--- src/rtl/tip_axi_copy_initiator.sv ---
// AXI copy initiator: one INCR read burst into a local buffer, then one INCR
// write burst of the same length from that buffer to the destination.
module tip_axi_copy_initiator #(
  parameter int BW_ADDR   = 32,
  parameter int BW_DATA   = 32,
  parameter int BW_TID    = 4,
  parameter int TID       = 0,
  parameter int MAX_BEATS = 16
) (
  input  logic                 clk,
  input  logic                 rstpp,
  input  logic                 start,
  input  logic [BW_ADDR-1:0]   src_addr,
  input  logic [BW_ADDR-1:0]   dst_addr,
  input  logic [8:0]           num_beats,
  output logic                 busy,
  output logic                 done,
  output logic                 error,
  output logic                 sxarvalid,
  input  logic                 sxarready,
  output logic [BW_ADDR-1:0]   sxaraddr,
  output logic [BW_TID-1:0]    sxarid,
  output logic [7:0]           sxarlen,
  output logic [2:0]           sxarsize,
  output logic [1:0]           sxarburst,
  input  logic                 sxrvalid,
  output logic                 sxrready,
  input  logic [BW_TID-1:0]    sxrid,
  input  logic [BW_DATA-1:0]   sxrdata,
  input  logic                 sxrlast,
  input  logic [1:0]           sxrresp,
  output logic                 sxawvalid,
  input  logic                 sxawready,
  output logic [BW_ADDR-1:0]   sxawaddr,
  output logic [BW_TID-1:0]    sxawid,
  output logic [7:0]           sxawlen,
  output logic [2:0]           sxawsize,
  output logic [1:0]           sxawburst,
  output logic                 sxwvalid,
  input  logic                 sxwready,
  output logic [BW_TID-1:0]    sxwid,
  output logic [BW_DATA-1:0]   sxwdata,
  output logic [BW_DATA/8-1:0] sxwstrb,
  output logic                 sxwlast,
  input  logic                 sxbvalid,
  output logic                 sxbready,
  input  logic [BW_TID-1:0]    sxbid,
  input  logic [1:0]           sxbresp
);

  localparam int BPB  = BW_DATA / 8;
  localparam int SIZE = $clog2(BPB);
  localparam int IW   = (MAX_BEATS > 1) ? $clog2(MAX_BEATS) : 1;

  typedef enum logic [2:0] {ST_IDLE, ST_AR, ST_R, ST_AW, ST_W, ST_B} state_t;

  state_t              state, state_n;
  logic [BW_ADDR-1:0]  src_q, dst_q, src_al, dst_al;
  logic [8:0]          nb_q, idx, idx_inc;
  logic [7:0]          len_q;
  logic [BW_DATA-1:0]  mem [MAX_BEATS];
  logic [BW_DATA-1:0]  wdata_q;
  logic                wlast_q, busy_q, done_q, error_q, done_d;
  logic                reject, r_fire, r_bad, w_fire;
  logic [12:0]         src_end, dst_end;

  // Responder IDs are deliberately ignored.
  wire unused_ids = ^{sxrid, sxbid};

  assign src_al  = src_addr & ~BW_ADDR'(BPB - 1);
  assign dst_al  = dst_addr & ~BW_ADDR'(BPB - 1);
  assign src_end = 13'(src_al[11:0]) + 13'(num_beats) * 13'(BPB);
  assign dst_end = 13'(dst_al[11:0]) + 13'(num_beats) * 13'(BPB);
  assign reject  = (num_beats == 9'd0) || (num_beats > 9'(MAX_BEATS)) ||
                   (src_end > 13'd4096) || (dst_end > 13'd4096);

  assign r_fire  = sxrvalid && (state == ST_R);
  assign r_bad   = (sxrresp != 2'b00) || (sxrlast && (idx != nb_q - 9'd1));
  assign w_fire  = sxwready && (state == ST_W);
  assign idx_inc = idx + 9'd1;

  always_ff @(posedge clk or posedge rstpp) begin
    if (rstpp) state <= ST_IDLE;
    else       state <= state_n;
  end

  // NOTE: every signal written here gets a default first, so no path leaves
  // it unassigned and no latch is inferred.
  always_comb begin
    state_n = state;
    done_d  = 1'b0;
    case (state)
      ST_IDLE: if (start) begin
        if (reject) done_d  = 1'b1;
        else        state_n = ST_AR;
      end
      ST_AR: if (sxarready) state_n = ST_R;
      ST_R: if (r_fire && sxrlast) begin
        if (error_q || r_bad) begin
          state_n = ST_IDLE;
          done_d  = 1'b1;
        end else begin
          state_n = ST_AW;
        end
      end
      ST_AW: if (sxawready) state_n = ST_W;
      ST_W:  if (w_fire && wlast_q) state_n = ST_B;
      ST_B: if (sxbvalid) begin
        state_n = ST_IDLE;
        done_d  = 1'b1;
      end
      default: state_n = ST_IDLE;
    endcase
  end

  // NOTE: the copy buffer has no reset; it is always written before it is read.
  always_ff @(posedge clk) begin
    if (r_fire && (idx < nb_q)) mem[idx[IW-1:0]] <= sxrdata;
  end

  always_ff @(posedge clk or posedge rstpp) begin
    if (rstpp) begin
      src_q   <= '0;
      dst_q   <= '0;
      nb_q    <= '0;
      len_q   <= '0;
      idx     <= '0;
      wdata_q <= '0;
      wlast_q <= 1'b0;
      busy_q  <= 1'b0;
      done_q  <= 1'b0;
      error_q <= 1'b0;
    end else begin
      busy_q <= (state_n != ST_IDLE);
      done_q <= done_d;
      case (state)
        ST_IDLE: if (start) begin
          src_q   <= src_al;
          dst_q   <= dst_al;
          nb_q    <= num_beats;
          len_q   <= 8'(num_beats - 9'd1);
          idx     <= '0;
          error_q <= reject;
        end
        ST_R: if (r_fire) begin
          if (r_bad) error_q <= 1'b1;
          if (sxrlast)             idx <= '0;
          else if (idx != 9'h1FF) idx <= idx_inc;
        end
        ST_AW: if (sxawready) begin
          wdata_q <= mem[0];
          wlast_q <= (nb_q == 9'd1);
        end
        ST_W: if (w_fire) begin
          if (wlast_q) begin
            idx     <= '0;
            wlast_q <= 1'b0;
          end else begin
            idx     <= idx_inc;
            wdata_q <= mem[idx_inc[IW-1:0]];
            wlast_q <= (idx_inc == nb_q - 9'd1);
          end
        end
        ST_B: if (sxbvalid && (sxbresp != 2'b00)) error_q <= 1'b1;
        default: ;
      endcase
    end
  end

  assign busy      = busy_q;
  assign done      = done_q;
  assign error     = error_q;

  assign sxarvalid = (state == ST_AR);
  assign sxaraddr  = src_q;
  assign sxarid    = BW_TID'(TID);
  assign sxarlen   = len_q;
  assign sxarsize  = 3'(SIZE);
  assign sxarburst = 2'b01;
  assign sxrready  = (state == ST_R);

  assign sxawvalid = (state == ST_AW);
  assign sxawaddr  = dst_q;
  assign sxawid    = BW_TID'(TID);
  assign sxawlen   = len_q;
  assign sxawsize  = 3'(SIZE);
  assign sxawburst = 2'b01;

  assign sxwvalid  = (state == ST_W);
  assign sxwid     = BW_TID'(TID);
  assign sxwdata   = wdata_q;
  assign sxwstrb   = '1;
  assign sxwlast   = wlast_q;
  assign sxbready  = (state == ST_B);

endmodule
--- config.mk ---
export PLATFORM = sky130hd
export DESIGN_NAME = tip_axi_copy_initiator
export DESIGN_NICKNAME = d
export VERILOG_FILES = /design/src/rtl/tip_axi_copy_initiator.sv
export SDC_FILE = /design/constraint.sdc
export NUM_CORES = 1
export LEC_CHECK = 0
export CORE_UTILIZATION = 57
export CTS_CLUSTER_DIAMETER = 80
export CTS_CLUSTER_SIZE = 8
export DETAILED_ROUTE_END_ITERATION = 8
export GPL_TIMING_DRIVEN = 0
export PLACE_DENSITY = 0.88
export SETUP_SLACK_MARGIN = 0.3
export SLEW_MARGIN = 25
export SYNTH_ARGS = -nofsm -noshare
export SYNTH_HDL_FRONTEND = slang
export SYNTH_SLANG_ARGS = --single-unit
--- constraint.sdc ---
create_clock -name clk -period 10.95 [get_ports clk]
set_input_delay 1.095 -clock clk [delete_from_list [all_inputs] [get_ports clk]]
set_output_delay 1.095 -clock clk [all_outputs]
set_load 0.005 [all_outputs]
==> Flow_metrics.wiki, run 1 <==
{| class="wikitable"
! Metric !! Value
|-
| Global placer's final weighted congestion || 0.910
|-
| Number of post-CTS setup repair buffers || 0
|-
| Synth async-reset ratio || 0.196
|-
| Area share of the leading cell type in the synthesized netlist || 0.583
|-
| Unrepaired setup endpoints after global routing || false
|-
| Number of max-slew violations in the final report || 0
|-
| Post-layout min period || 5.25 ns
|-
| Summed negative setup slack over all endpoints || 0 ns
|-
| Total clock buffers created by CTS || 90
|-
| Total detailed-routing wirelength || approximately 80 mm
|-
| Final Cycle Share || 0.479
|-
| Chip width || 217 µm
|-
| Hold bufs inserted after CTS || 0
|-
| Worst setup slack after placement || 6.05 ns
|-
| Std cell rows || 78
|-
| Setup crit end kind || flip-flop
|-
| Clock Skew || about 0.025 ns
|-
| Bufs on Longest Clock Path || 3
|-
| Type of the worst min-delay path || reg2reg
|-
| Endpoint, Worst Hold || sxawaddr[26]
|-
| Clock latency on the worst-skew pair || 0.64 ns
|-
| Number of vias per cell || between 6 and 7
|-
| Setup slack after layout || 5.70 ns
|-
| Via count || 17000
|-
| Hold Path Depth || 1
|-
| Slew at the pin with the worst max-slew slack || 1.15 ns
|-
| Kind of critical path || reg2reg
|-
| Die footprint || 0.0472 mm²
|-
| Max-slew headroom || 0.228
|-
| Fraction of final layout cells sized beyond drive strength 1 || 0.261
|-
| LEAKAGE || 11.6 nW
|-
| Worst EP arrival || 5.57 ns
|-
| Count of instances resized after the clock tree is built || 0
|-
| First-pass GRT wire length || 115 mm
|-
| Total number of H-tree levels || 3
|-
| Leading area contributor after synthesis || edfxtp_1
|-
| Initial antenna violation count || 2
|-
| Count of maximum capacitance violations || 0
|-
| Clock tree from TritonCTS || built
|-
| Count of yosys warnings during synthesis || 0
|-
| Port Buffers || 230
|-
| Post-synthesis instance total || 1462
|-
| Post-synth top flop || edfxtp_1
|-
| Global Route Usage Sum || 0.346
|-
| Number of library cell types mapped by synthesis || 65
|-
| Max rail drop VDD || around 160 µV
|-
| Path depth of the worst reg2reg path || 17
|-
| Netlist area before placement || between 0.02 and 0.03 mm²
|-
| Post-DP HPWL || 49.4 mm
|-
| Count of pins on the block boundary || ~270
|-
| Worst-path fanout max || 10
|-
| Cell at the root of the clock tree || clkbuf_16
|-
| Most frequent standard cell in the layout excluding fill and tap cells || edfxtp_1
|-
| Fin util || 0.724
|-
| Part of the Yosys area used for sequential elements || 0.701
|-
| Clock sink total || 637
|-
| Count of routing violations after the opening detailed-route iteration || 2298
|-
| CP Data Required Time || approximately 11 ns
|-
| Ratio of total power to cell area || ~190 mW/mm²
|-
| Worst Hold Launch || sxawaddr[26]
|-
| Number of flops mapped to enable cells by yosys || 512
|-
| Router iterations before antenna repair || 8
|-
| Total congestion overflow after global routing || 0
|-
| Via count of the first global-routing pass || 17600
|-
| Clk slew on worst S/H paths || approximately 0.05 ns
|-
| Flip-flop and latch count after synthesis || 637
|-
| Syn-to-layout area delta || 24.7%
|-
| Total count of hold-check failures in the final report || 0
|-
| Endpoints failing setup || 0
|-
| Highest clock frequency the design can meet || between 150 and 200 MHz
|-
| # DRC || 0
|-
| Post-detailed-route count of antenna-violating nets || 0
|-
| Drt wl/cell || 31.2 µm
|-
| RR Endpoint || mem[3][16]
|-
| Synth area leaders || edfxtp_1 (58%), mux4_2 (14%), dfrtp_1 (12%), mux2_2 (2.7%), ha_1 (1.7%)
|-
| Floorplan Core Area || 0.0455 mm²
|-
| Maximum number of pins on one net before global-route repair || 86
|-
| Overall die height || around 220 µm
|-
| Kind of start point of the critical path || flip-flop
|-
| Starting density of the core || 0.580
|-
| Worst R2R Start || idx[0]
|-
| Register-to-register setup slack || 5.70 ns
|-
| Synthesized area per cell || 18.0 µm²
|-
| Commonest non-fill, non-tap cells in the layout || edfxtp_1 (512), clkdlybuf4s50_1 (230), mux4_2 (160)
|-
| Net count of the finished layout || 2070
|-
| Run status || completed
|}
worst max-delay path, stage by stage, from the launching register on:
cell and delay (ns):
dfrtp_1 0.41, buf_2 0.21, buf_2 0.25, buf_2 0.29
inv_1 0.21, ha_1 0.19, nor2b_1 0.05, o21a_1 0.17
o21a_1 0.16, o21ai_0 0.15, nand2b_1 0.07, a21oi_1 0.14
o21ai_1 0.29, clkbuf_1 0.45, nor4_2 1.07, buf_4 0.32
buf_2 0.23, buf_2 0.24
routing by layer:
layer	GRT usage	up-vias	wire length, µm
met3	0.0791	384	9600
met4	0.236	0	5670
met1	0.407	8347	25500
met5	0	-	0
met2	0.572	1620	39600
li1	-	6640	-
metrics by stage:
step	power [mW]	instances	hold WS [ns]	area, µm²
after global placement	3.48	2320	0.487	29500
after CTS	6.09	2567	0.505	32900
final	6.09	2571	0.500	32900
after floorplan	3.12	1490	0.505	26500
after detailed placement	3.51	2415	0.495	30300
after global routing	6.24	2569	0.514	32900
sequential cells by signal (all words and copies together) (netlist names), 3 cells and up:
name,cells
idx,9
mem,512
nb_q,9
state,3
sxaraddr,30
sxarlen,8
sxawaddr,30
sxwdata,32
final cells by class:
cell class              count  area (µm²)
flip-flops and latches    637       18500
fillers                  2523       12600
multi-input cells         717        7420
repair buffers            325        2950
clock buffers             144        2480
well taps                 600         751
plain buffers             106         572
inverters                  30         120
clock inverters             8         106
diodes                      4        10.0
cell usage after synthesis, types with 16 or more instances:
library cell,count
nor3_1,17
mux2_2,63
xnor2_1,22
clkbuf_1,41
a21oi_1,20
buf_2,21
inv_1,28
dfrtp_1,125
nor2_1,61
o21ai_0,30
xor2_1,16
nand2_1,105
mux4_2,160
buf_4,38
ha_1,35
a31oi_1,32
edfxtp_1,512
worst max-delay path by stage:
stage / start / end / slack [ns]
global placement: idx[0] / mem[14][19] / 0.88
finish: idx[0] / mem[3][16] / 5.70
global route: idx[0] / mem[3][16] / 5.66
detailed placement: idx[0] / mem[2][19] / 6.05
CTS: idx[0] / mem[3][16] / 5.90
floorplan: idx[0] / mem[4][0] / 5.02
report_power, final:
group	total, mW	internal, mW	switching, mW
logic	0.688	0.377	0.311
registers	2.81	2.72	0.0835
clock network	2.60	1.56	1.04
total	6.09	4.66	1.44
logic make-up after synthesis:
family | Yosys count | share of synthesized area
compound gates | 129 | 0.0311
xor+xnor | 38 | 0.0126
fa+ha+maj | 37 | 0.0181
buf+inv | 136 | 0.0257
flops | 637 | 0.701
mux | 229 | 0.166
other cells | 2 | 0.000285
simple gates | 254 | 0.0452
No activity file was read; power rests on OpenSTA's default activity.
==> run 2, diff against run 1 <==
CORE_UTILIZATION = 51   (was 57)
PLACE_DENSITY = 0.84   (was 0.88)
clock period = 4.8 ns   (was 10.95 ns; I/O delays follow)
==> run 2 against run 1 <==
Compared with the run above:
- die area is 12% higher
- global-route usage fell by 5.9 points
- cell area increased by 0.90%
- non-clock buffer count is 3 lower
==> Flow_metrics.wiki, run 2 (synthesized netlist as in run 1, its figures left out) <==
{| class="wikitable"
! Metric !! Value
|-
| Endpoints failing setup || 0 (unchanged)
|-
| Number of vias per cell || 6.24 (-5.6%)
|-
| Most frequent standard cell in the layout excluding fill and tap cells || edfxtp_1
|-
| Fraction of final layout cells sized beyond drive strength 1 || 0.263 (+0.00187)
|-
| Clock sink total || 637 (unchanged)
|-
| Unrepaired setup endpoints after global routing || true
|-
| Routing usage on met3 || 0.0730 (-0.00615)
|-
| Floorplan Core Area || 0.0506 mm² (+11%)
|-
| Maximum number of pins on one net before global-route repair || 68 (-21%)
|-
| Clock tree from TritonCTS || built
|-
| Max FFs per register || 512 (unchanged)
|-
| Worst-path fanout max || 10 (unchanged)
|-
| Met2 Use GR || 0.489 (-0.0826)
|-
| Ratio of total power to cell area || 417 mW/mm² (+130%)
|-
| Global Route Usage Sum || 0.287 (-0.0590)
|-
| Initial antenna violation count || 6 (+4)
|-
| Kind of critical path || reg2reg
|-
| Total number of H-tree levels || 3 (unchanged)
|-
| Count of pins on the block boundary || 273 (unchanged)
|-
| Final Cycle Share || 0.960 (+0.481)
|-
| Worst EP arrival || 4.94 ns (-0.63 ns)
|-
| Clock latency on the worst-skew pair || 0.65 ns (about the same)
|-
| Bufs on Longest Clock Path || 3 (unchanged)
|-
| Total clock buffers created by CTS || 89 (-1.1%)
|-
| Overall die height || 229 µm (+5.7%)
|-
| Via count of the first global-routing pass || 17100 (-2.8%)
|-
| Total detailed-routing wirelength || 74.7 mm (-7.0%)
|-
| Std cell rows || 82 (+5.1%)
|-
| Cell at the root of the clock tree || clkbuf_16
|-
| Global placer's final weighted congestion || 0.943 (+3.7%)
|-
| Met1 capacity usage during global routing || 0.340 (-0.0665)
|-
| Post-DP HPWL || 47.7 mm (-3.5%)
|-
| WHS || 0.300 ns (-0.200 ns)
|-
| CP Data Required Time || 5.13 ns (-6.14 ns)
|-
| Final Cell Area || 0.0332 mm² (+0.90%)
|-
| First-pass GRT wire length || 109 mm (-5.3%)
|-
| Starting density of the core || 0.522 (-0.0585)
|-
| Commonest non-fill, non-tap cells in the layout || edfxtp_1 (512), clkdlybuf4s50_1 (230), mux4_2 (160)
|-
| Drt wl/cell || 28.2 µm (-9.7%)
|-
| Slew at the pin with the worst max-slew slack || 1.09 ns (-0.0562 ns)
|-
| GRT busiest layer || met2
|-
| Count of routing violations after the opening detailed-route iteration || 1912 (-17%)
|-
| Syn-to-layout area delta || 25.8%
|-
| Post-detailed-route count of antenna-violating nets || 0 (unchanged)
|-
| # DRC || 0 (unchanged)
|-
| LEAKAGE || 11.7 nW (+0.32%)
|-
| Setup crit end kind || flip-flop
|-
| Die footprint || 0.0527 mm² (+12%)
|-
| Run status || completed
|-
| Number of max-slew violations in the final report || 0 (unchanged)
|-
| Max rail drop VDD || 589 µV (+260%)
|-
| Post-placement cell area || 0.0305 mm² (+0.53%)
|-
| Port Buffers || 230 (unchanged)
|-
| Max-slew headroom || 0.269 (+0.0414)
|-
| Hold bufs inserted after CTS || 0 (unchanged)
|-
| Type of the worst min-delay path || in2async
|-
| Count of maximum capacitance violations || 0 (unchanged)
|-
| Total count of hold-check failures in the final report || 0 (unchanged)
|-
| Via count || 16500 (-2.8%)
|-
| Chip width || 229 µm (+5.7%)
|-
| Kind of start point of the critical path || flip-flop
|-
| Post-layout min period || 4.61 ns (-0.636 ns)
|-
| Clk slew on worst S/H paths || 0.05 ns (about the same)
|-
| Clock Skew || 0.0505 ns (+0.0257 ns)
|-
| Total congestion overflow after global routing || 0 (unchanged)
|-
| Net count of the finished layout || 2066 (-0.19%)
|-
| Router iterations before antenna repair || 5 (-3)
|-
| Highest clock frequency the design can meet || 217 MHz (+14%)
|}
==> run 2: report_power, final <==
part	internal (mW)	switching [mW]
logic	0.860	0.689
registers	6.21	0.178
clock network	3.58	2.34
==> run 2: worst paths after layout <==
check | slack (ns) | end | cells past startpoint | startpoint
min in group clk | 0.47 | sxaraddr[30] | 2 | src_addr[30]
worst max register to register | 0.19 | mem[13][20] | 16 | idx[0]
max in group asynchronous | 3.74 | sxwdata[5] | 3 | rstpp
worst min register to register | 0.50 | sxawaddr[30] | 1 | sxawaddr[30]
worst max-delay path | 0.19 | mem[13][20] | 16 | idx[0]
worst min-delay path | 0.30 | sxawaddr[17] | 2 | rstpp
==> run 2: routing by layer <==
| metal | share of wire | routed length [µm] |
|---|---|---|
| met4 | 0.050 | 3710 |
| met1 | 0.33 | 25000 |
| met3 | 0.11 | 8040 |
| met5 | 0.00054 | 40 |
| met2 | 0.51 | 37900 |
==> run 2: area by class of cell <==
class,instances,area [µm²]
sequential,637,18500
fill,3168,17400
multi-input combinational,717,7480
timing repair buffer,322,3020
clock buffer,156,2550
tap,672,841
buffer,106,584
inverter,30,120
clock inverter,4,98.8
antenna,3,7.51
==> run 2: repair_timing <==
item	CTS	global route
pin swaps	1	1
endpoints found under the setup margin	253	146
resized for setup	6	27
buffers inserted	0	2
==> run 2: critical path, cell delays in order (launching register included) <==
cell and delay, ns:
dfrtp_1 0.41, buf_2 0.21, buf_2 0.24, buf_2 0.27, inv_1 0.21, ha_1 0.18
nor2b_1 0.04, o21a_1 0.17, o21a_1 0.16, o21ai_0 0.16, nand2b_1 0.08, a21oi_1 0.22
o21ai_2 0.22, nor4_2 0.80, buf_2 0.38, buf_2 0.26, buf_2 0.26
==> run 2: per-stage QoR <==
stage | worst slack (ns) | total power, mW | TNS, ns | std cells | util
after global routing | 0.119 | 14.2 | 0 | 2646 | 0.656
after CTS | 0.290 | 13.9 | 0 | 2642 | 0.655
after global placement | -5.29 | 7.94 | -1966.45 | 2392 | 0.586
after floorplan | -1.13 | 7.13 | -274.25 | 1490 | -
after detailed placement | -0.0418 | 8.01 | -0.219 | 2482 | 0.602
final | 0.190 | 13.9 | 0 | 2647 | 0.656
==> run 3, diff against run 2 <==
ABC_AREA = 1   (was default)
CORE_UTILIZATION = 52   (was 51)
GPL_TIMING_DRIVEN = 1   (was 0)
PLACE_DENSITY = 0.85   (was 0.84)
SLEW_MARGIN = default   (was 25)
==> run 3 against run 2 <==
Compared with the run above:
- cell count grew 28%
- sequential power grew 7.7%
- setup slack gained 0.46 ns
- fmax grew 11%
- power grew 24%
- hold slack gained 0.10 ns
- cell area shrank 1.4%
- synthesized cell count grew 66%
- largest power group unchanged
==> Flow_metrics.wiki, run 3 <==
{| class="wikitable"
! Metric !! Value
|-
| Run status || completed
|-
| Ratio of total power to cell area || 525 mW/mm² (+26%)
|-
| Total count of hold-check failures in the final report || 0 (unchanged)
|-
| Met2 Use GR || 0.448 (-0.0410)
|-
| Number of post-CTS setup repair buffers || 0 (unchanged)
|-
| RR Endpoint || sxwdata[15]
|-
| Number of library cell types mapped by synthesis || 49 (-25%)
|-
| Leading area contributor after synthesis || edfxtp_1
|-
| Endpoint, Worst Hold || sxaraddr[29]
|-
| Count of maximum capacitance violations || 0 (unchanged)
|-
| Power, Total || 17.2 mW (+24%)
|-
| Setup crit end kind || flip-flop
|-
| Synth Area in Adders || 0.0175 (-0.000610)
|-
| Unrepaired setup endpoints after global routing || false
|-
| Highest clock frequency the design can meet || 241 MHz (+11%)
|-
| Synth async-reset ratio || 0.196 (unchanged)
|-
| Total congestion overflow after global routing || 0 (unchanged)
|-
| Total number of H-tree levels || 3 (unchanged)
|-
| Leading cell type by number of instances after synthesis || edfxtp_1
|-
| Worst EP arrival || 4.69 ns (-0.25 ns)
|-
| Cell at the root of the clock tree || clkbuf_16
|-
| Post-DP HPWL || 40.7 mm (-15%)
|-
| Count of instances resized after the clock tree is built || 0 (-6)
|-
| Mux cell area share after synthesis || 0 (-0.166)
|-
| Worst-path fanout max || 104 (+94)
|-
| Net count of the finished layout || 2801 (+36%)
|-
| Via count of the first global-routing pass || 20100 (+18%)
|-
| Kind of start point of the critical path || flip-flop
|-
| Post-route non-filler standard cell count || 3386 (+28%)
|-
| Kind of critical path || reg2reg
|-
| Endpoints failing setup || 0 (unchanged)
|-
| LEAKAGE || 12.1 nW (+3.6%)
|-
| Count of routing violations after the opening detailed-route iteration || 2542 (+33%)
|-
| Synthesized area per cell || 11.3 µm² (-38%)
|-
| # DRC || 0 (unchanged)
|-
| Drt wl/cell || 21.6 µm (-24%)
|-
| Starting density of the core || 0.529 (+0.00738)
|-
| Type of the worst min-delay path || in2reg
|-
| Area share of the leading cell type in the synthesized netlist || 0.563 (-0.0196)
|-
| Number of cells in the design after placement || 3226 (+30%)
|-
| Total detailed-routing wirelength || 73.0 mm (-2.2%)
|-
| Final Cycle Share || 0.864 (-0.0962)
|-
| Die footprint || 0.0534 mm² (+1.5%)
|-
| Worst R2R Start || idx[0]
|-
| CP max stage delay || 0.99 ns (+0.19 ns)
|-
| Router iterations before antenna repair || 8 (+3)
|-
| Post-synthesis instance total || 2427 (+66%)
|-
| Post-synthesis share of cell area spent on xor and xnor gates || 0.00701 (-0.00560)
|-
| Bufs on Longest Clock Path || 3 (unchanged)
|-
| Post-detailed-route count of antenna-violating nets || 0 (unchanged)
|-
| Summed negative setup slack over all endpoints || 0 ns (unchanged)
|-
| Hold bufs inserted after CTS || 0 (unchanged)
|-
| Setup slack after layout || 0.652 ns (+0.462 ns)
|-
| Post-synth top flop || edfxtp_1
|-
| Most used standard cells in the synthesized netlist || edfxtp_1 (512), nand2_1 (507), nor2_1 (290)
|-
| Part of the Yosys area used for sequential elements || 0.678 (-0.0236)
|-
| Maximum number of pins on one net before global-route repair || 121 (+78%)
|-
| Flip-flop and latch count after synthesis || 637 (unchanged)
|-
| Number of max-slew violations in the final report || 0 (unchanged)
|-
| Initial antenna violation count || 3 (-3)
|-
| Slowest-stage cell, CP || buf_4
|-
| GRT busiest layer || met2
|-
| Clock latency on the worst-skew pair || 0.63 ns (-0.02 ns)
|-
| WHS || 0.400 ns (+0.101 ns)
|-
| Netlist area before placement || 0.0273 mm² (+3.5%)
|-
| Clock sink total || 637 (unchanged)
|-
| Global Route Usage Sum || 0.272 (-0.0157)
|-
| Via count || 20400 (+23%)
|-
| Compound-Gate Fraction of Synth Area || 0.110 (+0.0792)
|-
| Floorplan Core Area || 0.0516 mm² (+2.0%)
|-
| Max rail drop VDD || 383 µV (-35%)
|-
| Chip width || 231 µm (+0.74%)
|-
| Clk slew on worst S/H paths || 0.06 ns (about the same)
|-
| Clock tree from TritonCTS || built
|-
| Chain of cells forming the critical path || inv_6 > ha_4 > buf_4 > o21ai_0 > o22ai_1 > nand2_1 > nand3_1 > nand3_1 > a31oi_1
|-
| Clock Skew || 0.0368 ns (-0.0136 ns)
|-
| Hold Path Depth || 3
|-
| Std cell rows || 83 (+1.2%)
|-
| CP Data Required Time || 5.35 ns (+0.22 ns)
|-
| Worst setup slack after placement || 0.850 ns (+0.892 ns)
|-
| Slew at the pin with the worst max-slew slack || 1.28 ns (+0.186 ns)
|-
| Count of pins on the block boundary || 273 (unchanged)
|-
| Number of vias per cell || 6.01 (-3.6%)
|-
| Total clock buffers created by CTS || 90 (+1.1%)
|-
| Most frequent standard cell in the layout excluding fill and tap cells || edfxtp_1
|-
| Met1 capacity usage during global routing || 0.335 (-0.00531)
|-
| Fillers || 3574 (+13%)
|-
| Largest family of logic cells by synthesized area || simple AND/OR/NAND/NOR gates
|-
| Synth area leaders || edfxtp_1 (56%), dfrtp_1 (11%), nand2_1 (7.0%), o21ai_0 (4.0%), nor2_1 (4.0%)
|-
| Fraction of final layout cells sized beyond drive strength 1 || 0.0677 (-0.195)
|-
| Post-layout min period || 4.15 ns (-0.462 ns)
|-
| Most frequent cell on the critical path || nand3_1
|-
| Post-synthesis share of cell area spent on and, or, nand and nor gates || 0.141 (+0.0962)
|-
| Worst path bufs/invs || 2 (-5)
|-
| Max FFs per register || 512 (unchanged)
|-
| Count of yosys warnings during synthesis || 0 (unchanged)
|-
| Routing usage on met3 || 0.0609 (-0.0121)
|-
| Register-to-register setup slack || 0.65 ns (+0.46 ns)
|-
| First-pass GRT wire length || 111 mm (+1.7%)
|-
| Syn-to-layout area delta || 20.0%
|-
| Commonest non-fill, non-tap cells in the layout || edfxtp_1 (512), nand2_1 (507), nor2_1 (274)
|-
| Path depth of the worst reg2reg path || 9 (-7)
|-
| Cell family with the largest share of critical-path delay || buffers and inverters
|-
| Overall die height || 231 µm (+0.74%)
|-
| Number of flops mapped to enable cells by yosys || 512 (unchanged)
|-
| Global placer's final weighted congestion || 0.902 (-4.4%)
|-
| Port Buffers || 230 (unchanged)
|-
| Max-slew headroom || 0.148 (-0.122)
|-
| Worst Hold Launch || src_addr[29]
|}
## run 3: cell count changes after synthesis, sizes merged, moves of 32 or more
cell,before,now
o22ai,6,107
nor2,61,298
a21oi,21,87
o21ai,33,253
nand2,105,513
mux4,160,0
inv,29,79
mux2,63,0
nand3,12,110
buf,65,105
a32o,1,33
## run 3: how the worst max path moves through the flow
stage / cells past startpoint / from / slack (ns) / to
after floorplan: 1 / rstpp / 0.99 / busy
after global routing: 9 / idx[0] / 0.43 / sxwdata[15]
after global placement: 7 / idx[0] / 0.93 / mem[8][7]
after detailed placement: 9 / nb_q[4] / 0.85 / mem[8][4]
after CTS: 9 / idx[0] / 0.76 / sxwdata[15]
final: 9 / idx[0] / 0.65 / sxwdata[15]
## run 3: cell type report
cell class,count,area [µm²],area share
sequential,637,18500,0.565
multi-input combinational,1564,7790,0.238
timing repair buffer,265,2680,0.0817
clock buffer,152,2530,0.0772
tap,680,851,0.0260
inverter,80,312,0.00951
clock inverter,6,82.6,0.00252
antenna,2,5.00,0.000153
## run 3: power breakdown
group,total (mW),switching [mW],internal (mW)
Clock,5.82,2.27,3.55
Sequential,6.88,0.403,6.48
Combinational,4.48,2.60,1.88
## run 3: cells by family after synthesis
family                   Yosys count
AND/OR/NAND/NOR                  955
flip-flops                       637
AO/OA/AOI/OAI                    524
buffers and inverters            254
adder cells (fa/ha/maj)           37
XOR/XNOR                          18
other                              2
## run 3: layer usage
metal,share of wire,vias to the layer above
met5,0.00016,-
met4,0.044,2
met3,0.11,266
met2,0.48,1421
met1,0.36,9681
li1,-,8994
## run 3: stage by stage
stage                     area, µm²  utilization
after floorplan               27400            -
after global placement        30100        0.584
after detailed placement      30100        0.584
after CTS                     32700        0.635
after global routing          32800        0.635
final                         32800        0.635
## run 3: worst min-delay path: stages
cell	delay [ns]
clkdlybuf4s50_1	0.39
nand2_1	0.06
nand2_1	0.04
